`src/rtl/dm_access_ctrl.sv`:
```
// Two-port round-robin access controller for a word-only DataMemory.
// Handles RV32I sub-word loads with extension and sub-word stores as read-modify-write.
module dm_access_ctrl #(
  parameter int unsigned DEPTH = 255
) (
  input  logic        i_dac_clk,
  input  logic        i_dac_rst_n,
  input  logic        i_dac_req0,
  input  logic        i_dac_req1,
  input  logic        i_dac_we0,
  input  logic        i_dac_we1,
  input  logic [31:0] i_dac_addr0,
  input  logic [31:0] i_dac_addr1,
  input  logic [31:0] i_dac_wdata0,
  input  logic [31:0] i_dac_wdata1,
  input  logic [1:0]  i_dac_size0,
  input  logic [1:0]  i_dac_size1,
  input  logic        i_dac_uns0,
  input  logic        i_dac_uns1,
  output logic        o_dac_ack0,
  output logic        o_dac_ack1,
  output logic        o_dac_err0,
  output logic        o_dac_err1,
  output logic [31:0] o_dac_rdata0,
  output logic [31:0] o_dac_rdata1,
  output logic [31:0] o_dac_mem_A,
  output logic [31:0] o_dac_mem_WD,
  output logic        o_dac_mem_WE,
  input  logic [31:0] i_dac_mem_RD
);

  typedef enum logic [1:0] {S_IDLE, S_ACCESS, S_WRITE} state_e;

  localparam logic [29:0] DEPTH_W = 30'(DEPTH);

  state_e      state_q, state_d;
  logic        ptr_q, ptr_d;
  logic        port_q, port_d;
  logic        we_q, we_d;
  logic [31:0] addr_q, addr_d;
  logic [31:0] wdata_q, wdata_d;
  logic [1:0]  size_q, size_d;
  logic        uns_q, uns_d;
  logic [31:0] merge_q, merge_d;
  logic [1:0]  ack_q, ack_d;
  logic [1:0]  err_q, err_d;
  logic [31:0] rdata0_q, rdata0_d;
  logic [31:0] rdata1_q, rdata1_d;

  logic        elig0, elig1, gnt_valid, gnt_port;
  logic        sel_we, sel_uns, sel_err;
  logic [31:0] sel_addr, sel_wdata;
  logic [1:0]  sel_size;

  function automatic logic [31:0] load_ext(input logic [31:0] rd, input logic [1:0] lo,
                                           input logic [1:0] size, input logic uns);
    logic [7:0]  b;
    logic [15:0] h;
    b = rd[{lo, 3'b000} +: 8];
    h = lo[1] ? rd[31:16] : rd[15:0];
    case (size)
      2'b00:   load_ext = uns ? {24'h0, b} : {{24{b[7]}}, b};
      2'b01:   load_ext = uns ? {16'h0, h} : {{16{h[15]}}, h};
      default: load_ext = rd;
    endcase
  endfunction

  function automatic logic [31:0] merge_lane(input logic [31:0] rd, input logic [31:0] wd,
                                             input logic [1:0] lo, input logic [1:0] size);
    logic [31:0] m;
    m = rd;
    case (size)
      2'b00: m[{lo, 3'b000} +: 8] = wd[7:0];
      2'b01: begin
        if (lo[1]) m[31:16] = wd[15:0];
        else       m[15:0]  = wd[15:0];
      end
      default: m = wd;
    endcase
    merge_lane = m;
  endfunction

  // Arbitration: a port in its ack cycle is not eligible, ties go to the port not granted last.
  always_comb begin
    elig0     = i_dac_req0 & ~ack_q[0];
    elig1     = i_dac_req1 & ~ack_q[1];
    gnt_valid = elig0 | elig1;
    gnt_port  = (elig0 & elig1) ? ~ptr_q : elig1;
    sel_we    = gnt_port ? i_dac_we1    : i_dac_we0;
    sel_addr  = gnt_port ? i_dac_addr1  : i_dac_addr0;
    sel_wdata = gnt_port ? i_dac_wdata1 : i_dac_wdata0;
    sel_size  = gnt_port ? i_dac_size1  : i_dac_size0;
    sel_uns   = gnt_port ? i_dac_uns1   : i_dac_uns0;
    sel_err   = (sel_size == 2'b11)
              | ((sel_size == 2'b01) & sel_addr[0])
              | ((sel_size == 2'b10) & (sel_addr[1:0] != 2'b00))
              | (sel_addr[31:2] >= DEPTH_W);
  end

  always_ff @(posedge i_dac_clk or negedge i_dac_rst_n) begin
    if (!i_dac_rst_n) begin
      state_q  <= S_IDLE;
      ptr_q    <= 1'b1;
      port_q   <= 1'b0;
      we_q     <= 1'b0;
      addr_q   <= 32'h0;
      wdata_q  <= 32'h0;
      size_q   <= 2'b00;
      uns_q    <= 1'b0;
      merge_q  <= 32'h0;
      ack_q    <= 2'b00;
      err_q    <= 2'b00;
      rdata0_q <= 32'h0;
      rdata1_q <= 32'h0;
    end else begin
      state_q  <= state_d;
      ptr_q    <= ptr_d;
      port_q   <= port_d;
      we_q     <= we_d;
      addr_q   <= addr_d;
      wdata_q  <= wdata_d;
      size_q   <= size_d;
      uns_q    <= uns_d;
      merge_q  <= merge_d;
      ack_q    <= ack_d;
      err_q    <= err_d;
      rdata0_q <= rdata0_d;
      rdata1_q <= rdata1_d;
    end
  end

  always_comb begin
    state_d = state_q;
    case (state_q)
      S_IDLE:   if (gnt_valid && !sel_err) state_d = S_ACCESS;
      S_ACCESS: state_d = (we_q && size_q != 2'b10) ? S_WRITE : S_IDLE;
      S_WRITE:  state_d = S_IDLE;
      default:  state_d = S_IDLE;
    endcase
  end

  always_comb begin
    ptr_d    = ptr_q;
    port_d   = port_q;
    we_d     = we_q;
    addr_d   = addr_q;
    wdata_d  = wdata_q;
    size_d   = size_q;
    uns_d    = uns_q;
    merge_d  = merge_q;
    ack_d    = 2'b00;
    err_d    = 2'b00;
    rdata0_d = rdata0_q;
    rdata1_d = rdata1_q;
    case (state_q)
      S_IDLE: begin
        if (gnt_valid) begin
          ptr_d   = gnt_port;
          port_d  = gnt_port;
          we_d    = sel_we;
          addr_d  = sel_addr;
          wdata_d = sel_wdata;
          size_d  = sel_size;
          uns_d   = sel_uns;
          // Rejected access completes straight from IDLE without touching memory.
          if (sel_err) begin
            ack_d[gnt_port] = 1'b1;
            err_d[gnt_port] = 1'b1;
            if (gnt_port) rdata1_d = 32'h0;
            else          rdata0_d = 32'h0;
          end
        end
      end
      S_ACCESS: begin
        if (!we_q) begin
          ack_d[port_q] = 1'b1;
          if (port_q) rdata1_d = load_ext(i_dac_mem_RD, addr_q[1:0], size_q, uns_q);
          else        rdata0_d = load_ext(i_dac_mem_RD, addr_q[1:0], size_q, uns_q);
        end else if (size_q == 2'b10) begin
          ack_d[port_q] = 1'b1;
        end else begin
          merge_d = merge_lane(i_dac_mem_RD, wdata_q, addr_q[1:0], size_q);
        end
      end
      S_WRITE: ack_d[port_q] = 1'b1;
      default: ;
    endcase
  end

  // Memory strobes decode from state so reset removes WE without waiting for a clock.
  always_comb begin
    o_dac_mem_A  = 32'h0;
    o_dac_mem_WD = 32'h0;
    o_dac_mem_WE = 1'b0;
    case (state_q)
      S_ACCESS: begin
        o_dac_mem_A = {addr_q[31:2], 2'b00};
        if (we_q && size_q == 2'b10) begin
          o_dac_mem_WD = wdata_q;
          o_dac_mem_WE = 1'b1;
        end
      end
      S_WRITE: begin
        o_dac_mem_A  = {addr_q[31:2], 2'b00};
        o_dac_mem_WD = merge_q;
        o_dac_mem_WE = 1'b1;
      end
      default: ;
    endcase
  end

  assign o_dac_ack0   = ack_q[0];
  assign o_dac_ack1   = ack_q[1];
  assign o_dac_err0   = err_q[0];
  assign o_dac_err1   = err_q[1];
  assign o_dac_rdata0 = rdata0_q;
  assign o_dac_rdata1 = rdata1_q;

endmodule

```
`config.mk`:
```
export PLATFORM = sky130hd
export DESIGN_NAME = dm_access_ctrl
export DESIGN_NICKNAME = d
export VERILOG_FILES = /design/src/rtl/dm_access_ctrl.sv
export SDC_FILE = /design/constraint.sdc
export NUM_CORES = 1
export LEC_CHECK = 0
export ABC_AREA = 1
export CORE_MARGIN = 4
export CORE_UTILIZATION = 40
export DETAILED_ROUTE_END_ITERATION = 6
export GPL_TIMING_DRIVEN = 0
export PLACE_DENSITY_LB_ADDON = 0.12
export SYNTH_ARGS = -nofsm -noshare
export SYNTH_HDL_FRONTEND = slang
export SYNTH_SLANG_ARGS = --single-unit
```
`constraint.sdc`:
```
create_clock -name i_dac_clk -period 5.8 [get_ports i_dac_clk]
set_input_delay 1.74 -clock i_dac_clk [delete_from_list [all_inputs] [get_ports i_dac_clk]]
set_output_delay 1.74 -clock i_dac_clk [all_outputs]
set_load 0.02 [all_outputs]
```
==> results by group, run 1 <==
Status
  – Outcome: finished with violations
  – Violated checks: design-rule violations

Synth
  – Largest cells by area after synthesis: dfrtp_1 43%, nand2_1 16%, nand3_1 6.5%
  – Mapped cell area: 9990 sq um
  – Avg Cell Area, Syn: 7.25 sq um
  – Seq/Total Area, Yosys: 43.1%
  – Yosys warns: 0
  – Area leader, netlist: dfrtp_1
  – Top cells by count, synth: 414 x nand2_1, 171 x dfrtp_1, 148 x inv_1, 129 x nand3_1, 108 x a21oi_1
  – Synth Instances: 1,378
  – Async S/R FF share, synth: 100%
  – #FFs+latches synth: 172
  – Most used DFF post-synth: dfrtp_1
  – Synth top area share: 42.8%
  – Post-synth EDFFs: 0
  – Count leader, synth: nand2_1
  – Distinct cells, synth: 35

Critical path
  – Crit path max fanout: 10
  – Worst Path Arrival: 3410 ps
  – Setup CP Type: flop to output port
  – Critical Path RT: 4060 ps
  – CP startpoint kind: flop
  – Worst setup EP type: output port

Routing
  – Detailed Route WL: 41,200 um
  – Starting DRC count in detailed routing: 1,035
  – Drt via density: 5.42
  – Avg WL per Cell: 20.2 um
  – DR pass1 iterations: 7
  – Residual DRC: 2
  – Vias post-DR: 11,000
  – Post-DRT Antenna Nets: 0

Power and ir drop
  – Clk network pwr share: 13.9%
  – Power share of the combinational group: 60.2%
  – Int Power: 4160 uW
  – Overall power: 8530 uW
  – Sw frac: 51.2%
  – Seq pwr share: 25.9%
  – PD cells: 607 nW/um^2
  – Peak VDD IR: 0.000256 V
  – Lkg Pwr: 0.00649 uW
  – Net Switching: 4370 uW

GRT
  – M3 GR Usage: 6.76%
  – Number of global-route vias before repair: 10,800
  – M2 GR Usage: 48.3%
  – First-pass GRT wire length: 63,100 um
  – Met1 Track Usage GR: 38.9%
  – Gr usage total: 29.1%
  – Largest net degree at the start of global routing: 103
  – Initial antenna violation count: 0
  – Overflow after GRT: 0
  – Top Usage Layer GRT: met2

Finish
  – Post-layout net count: 1,882
  – Post-route insts no fill: 2,037
  – Layout cells sized above 1: 3.91%
  – Antenna diodes: 0
  – Multi-input logic area: 4670 sq um
  – Layout fillers: 2,404
  – Synthesis-to-layout area growth: 40.6%
  – Sequential standard cell area: 4310 sq um
  – Util after Layout: 57.5%

STA
  – Final count of pins violating max slew: 0
  – Minimum clock period: 5150 ps
  – RSZ-0062 raised after global routing: false
  – Endpoints failing setup: 0
  – Period utilization: 88.7%
  – Max Clock Freq: 194 MHz
  – Worst slew pin tran: 1010 ps
  – Slew HR: 32.4%
  – Final Skew: 12.7 ps
  – Fin. Hold Viols: 0
  – Hold WS: 471 ps
  – Final setup TNS: 0 ps

Die
  – Initial Util: 40.9%
  – Core ar.: 24,500 sq um
  – Die area: 27,600 sq um
  – I/O pin count: 305
  – Die Wd: 166 um
  – Die H: 166 um
  – Row count: 57

Clock tree
  – Worst-Skew Late Latency: 440 ps
  – Clock Tree Root: clkbuf_16
  – CTS Buf Count: 17
  – CTS tree: done
  – Post CTS Setup Buffer Count: 0
  – H-tree depth: 4
  – Clk buf depth: 2
  – Clock transition at path regs: 80 ps
  – CTS sink cnt: 172
  – Hold buffers post-CTS: 0
  – Cts repair resizes: 0

Job
  – Max Cap Viol: 0

Placed design
  – Post-DP HPWL: 33,000 um
  – Gp weighted congestion: 0.972
  – Placed cells: 2,006
  – Port buffer count: 302

Hold path
  – HP Class: flop to flop
[placed cells by master (no fill, tap or decap), types with 11 or more instances in the layout]
cell type          n
nand2_1          414
clkdlybuf4s50_1  301
dfrtp_1          171
inv_1            148
nand3_1          129
a21oi_1          108
o21ai_0           94
nor2_1            70
clkbuf_1          66
o211ai_1          26
o221ai_1          22
a31oi_1           19
a221oi_1          17
clkbuf_16         17
nand3b_1          15
buf_6             11
[worst paths after layout]
| check | depth (start not counted) | slack, ps | to | from |
|---|---|---|---|---|
| max | 7 | 650 | o_dac_mem_WD[3] | size_q[1] |
| min | 2 | 470 | o_dac_rdata1[24] | o_dac_rdata1[24] |
| max reg2reg | 11 | 2580 | merge_q[21] | addr_q[1] |
| min reg2reg | 2 | 470 | o_dac_rdata1[24] | o_dac_rdata1[24] |
| max in group asynchronous | 2 | 3620 | merge_q[7] | i_dac_rst_n |
| min in group asynchronous | 1 | 1220 | wdata_q[20] | i_dac_rst_n |
[per-layer routing]
| layer | wire length, um | share of wire [%] |
|---|---|---|
| met1 | 16800 | 41 |
| met3 | 4060 | 9.8 |
| met2 | 19600 | 47 |
| met4 | 772 | 1.9 |
| met5 | 0 | 0 |
[through the flow]
stage	instance area, sq um	setup WS, ps
after floorplan	10000	2430
after global placement	13400	-4300
after detailed placement	13500	1130
after CTS	14100	668
after global routing	14100	475
final	14100	653
[cell type report]
type	instances	share of cell area, %
multi-input cells	962	33.2
repair buffers	303	21.7
plain buffers	94	3.26
clock buffers	17	3.03
inverters	151	4.03
well taps	324	2.88
flip-flops and latches	172	30.6
clock inverters	14	1.22
[cell families (layout without fill, tap and decap cells)]
family / after synthesis / in the layout / share of synthesized area (%)
adder cells (fa/ha/maj): 9 / 9 / 1.13
AND/OR/NAND/NOR: 639 / 639 / 26.6
flip-flops: 172 / 172 / 43.1
AO/OA/AOI/OAI: 312 / 312 / 18.9
other: 1 / 2 / 0.0375
buffers and inverters: 245 / 579 / 10.3
[power groups by stage]
stage               sequential (uW)  combinational [uW]  clock [uW]
detailed placement             2220                5070           0
global route                   2270                5600        1240
CTS                            2200                5090        1190
global placement               2210                5020           0
floorplan                      2280                2890           0
finish                         2210                5130        1190
[sequential cells by signal, indices dropped and copies added, names as in the netlist]
signal and cells:
merge_q 32, ptr_q 1, port_q 1, state_q 2
err_q 2, o_dac_rdata0 32, o_dac_rdata1 32, addr_q 32
size_q 2, ack_q 2, we_q 1, uns_q 1
wdata_q 32
[worst max-delay path, stage by stage (launching register included)]
cell and delay, ps:
dfrtp_1 330, clkbuf_1 310, inv_1 150, nor2_1 530, clkbuf_1 490, nand3_1 130, a21oi_1 340, clkdlybuf4s50_1 690
Note: power is estimated with default switching activity, not from simulation.
==> inputs of run 2 (changes only) <==
--- a/config.mk
+++ b/config.mk
@@ -6,6 +6,7 @@
 export NUM_CORES = 1
 export LEC_CHECK = 0
 export ABC_AREA = 1
+export CAP_MARGIN = 20
 export CORE_MARGIN = 4
 export CORE_UTILIZATION = 40
 export DETAILED_ROUTE_END_ITERATION = 6
==> constraint.sdc (replaced) <==
create_clock -name i_dac_clk -period 5.8 [get_ports i_dac_clk]
set_input_delay 1.74 -clock i_dac_clk [delete_from_list [all_inputs] [get_ports i_dac_clk]]
set_output_delay 1.74 -clock i_dac_clk [all_outputs]
set_load 0.01 [all_outputs]
==> results of run 2 <==
Same layout as run 1 (identical final DEF). Status: finished with violations: design-rule violations.
Main changes from that run: setup slack after placement 1130 ps -> 1200 ps; setup slack after layout 653 ps -> 720 ps; total power 8530 uW -> 8260 uW; worst IR drop on VDD 0.000256 V -> 0.000255 V
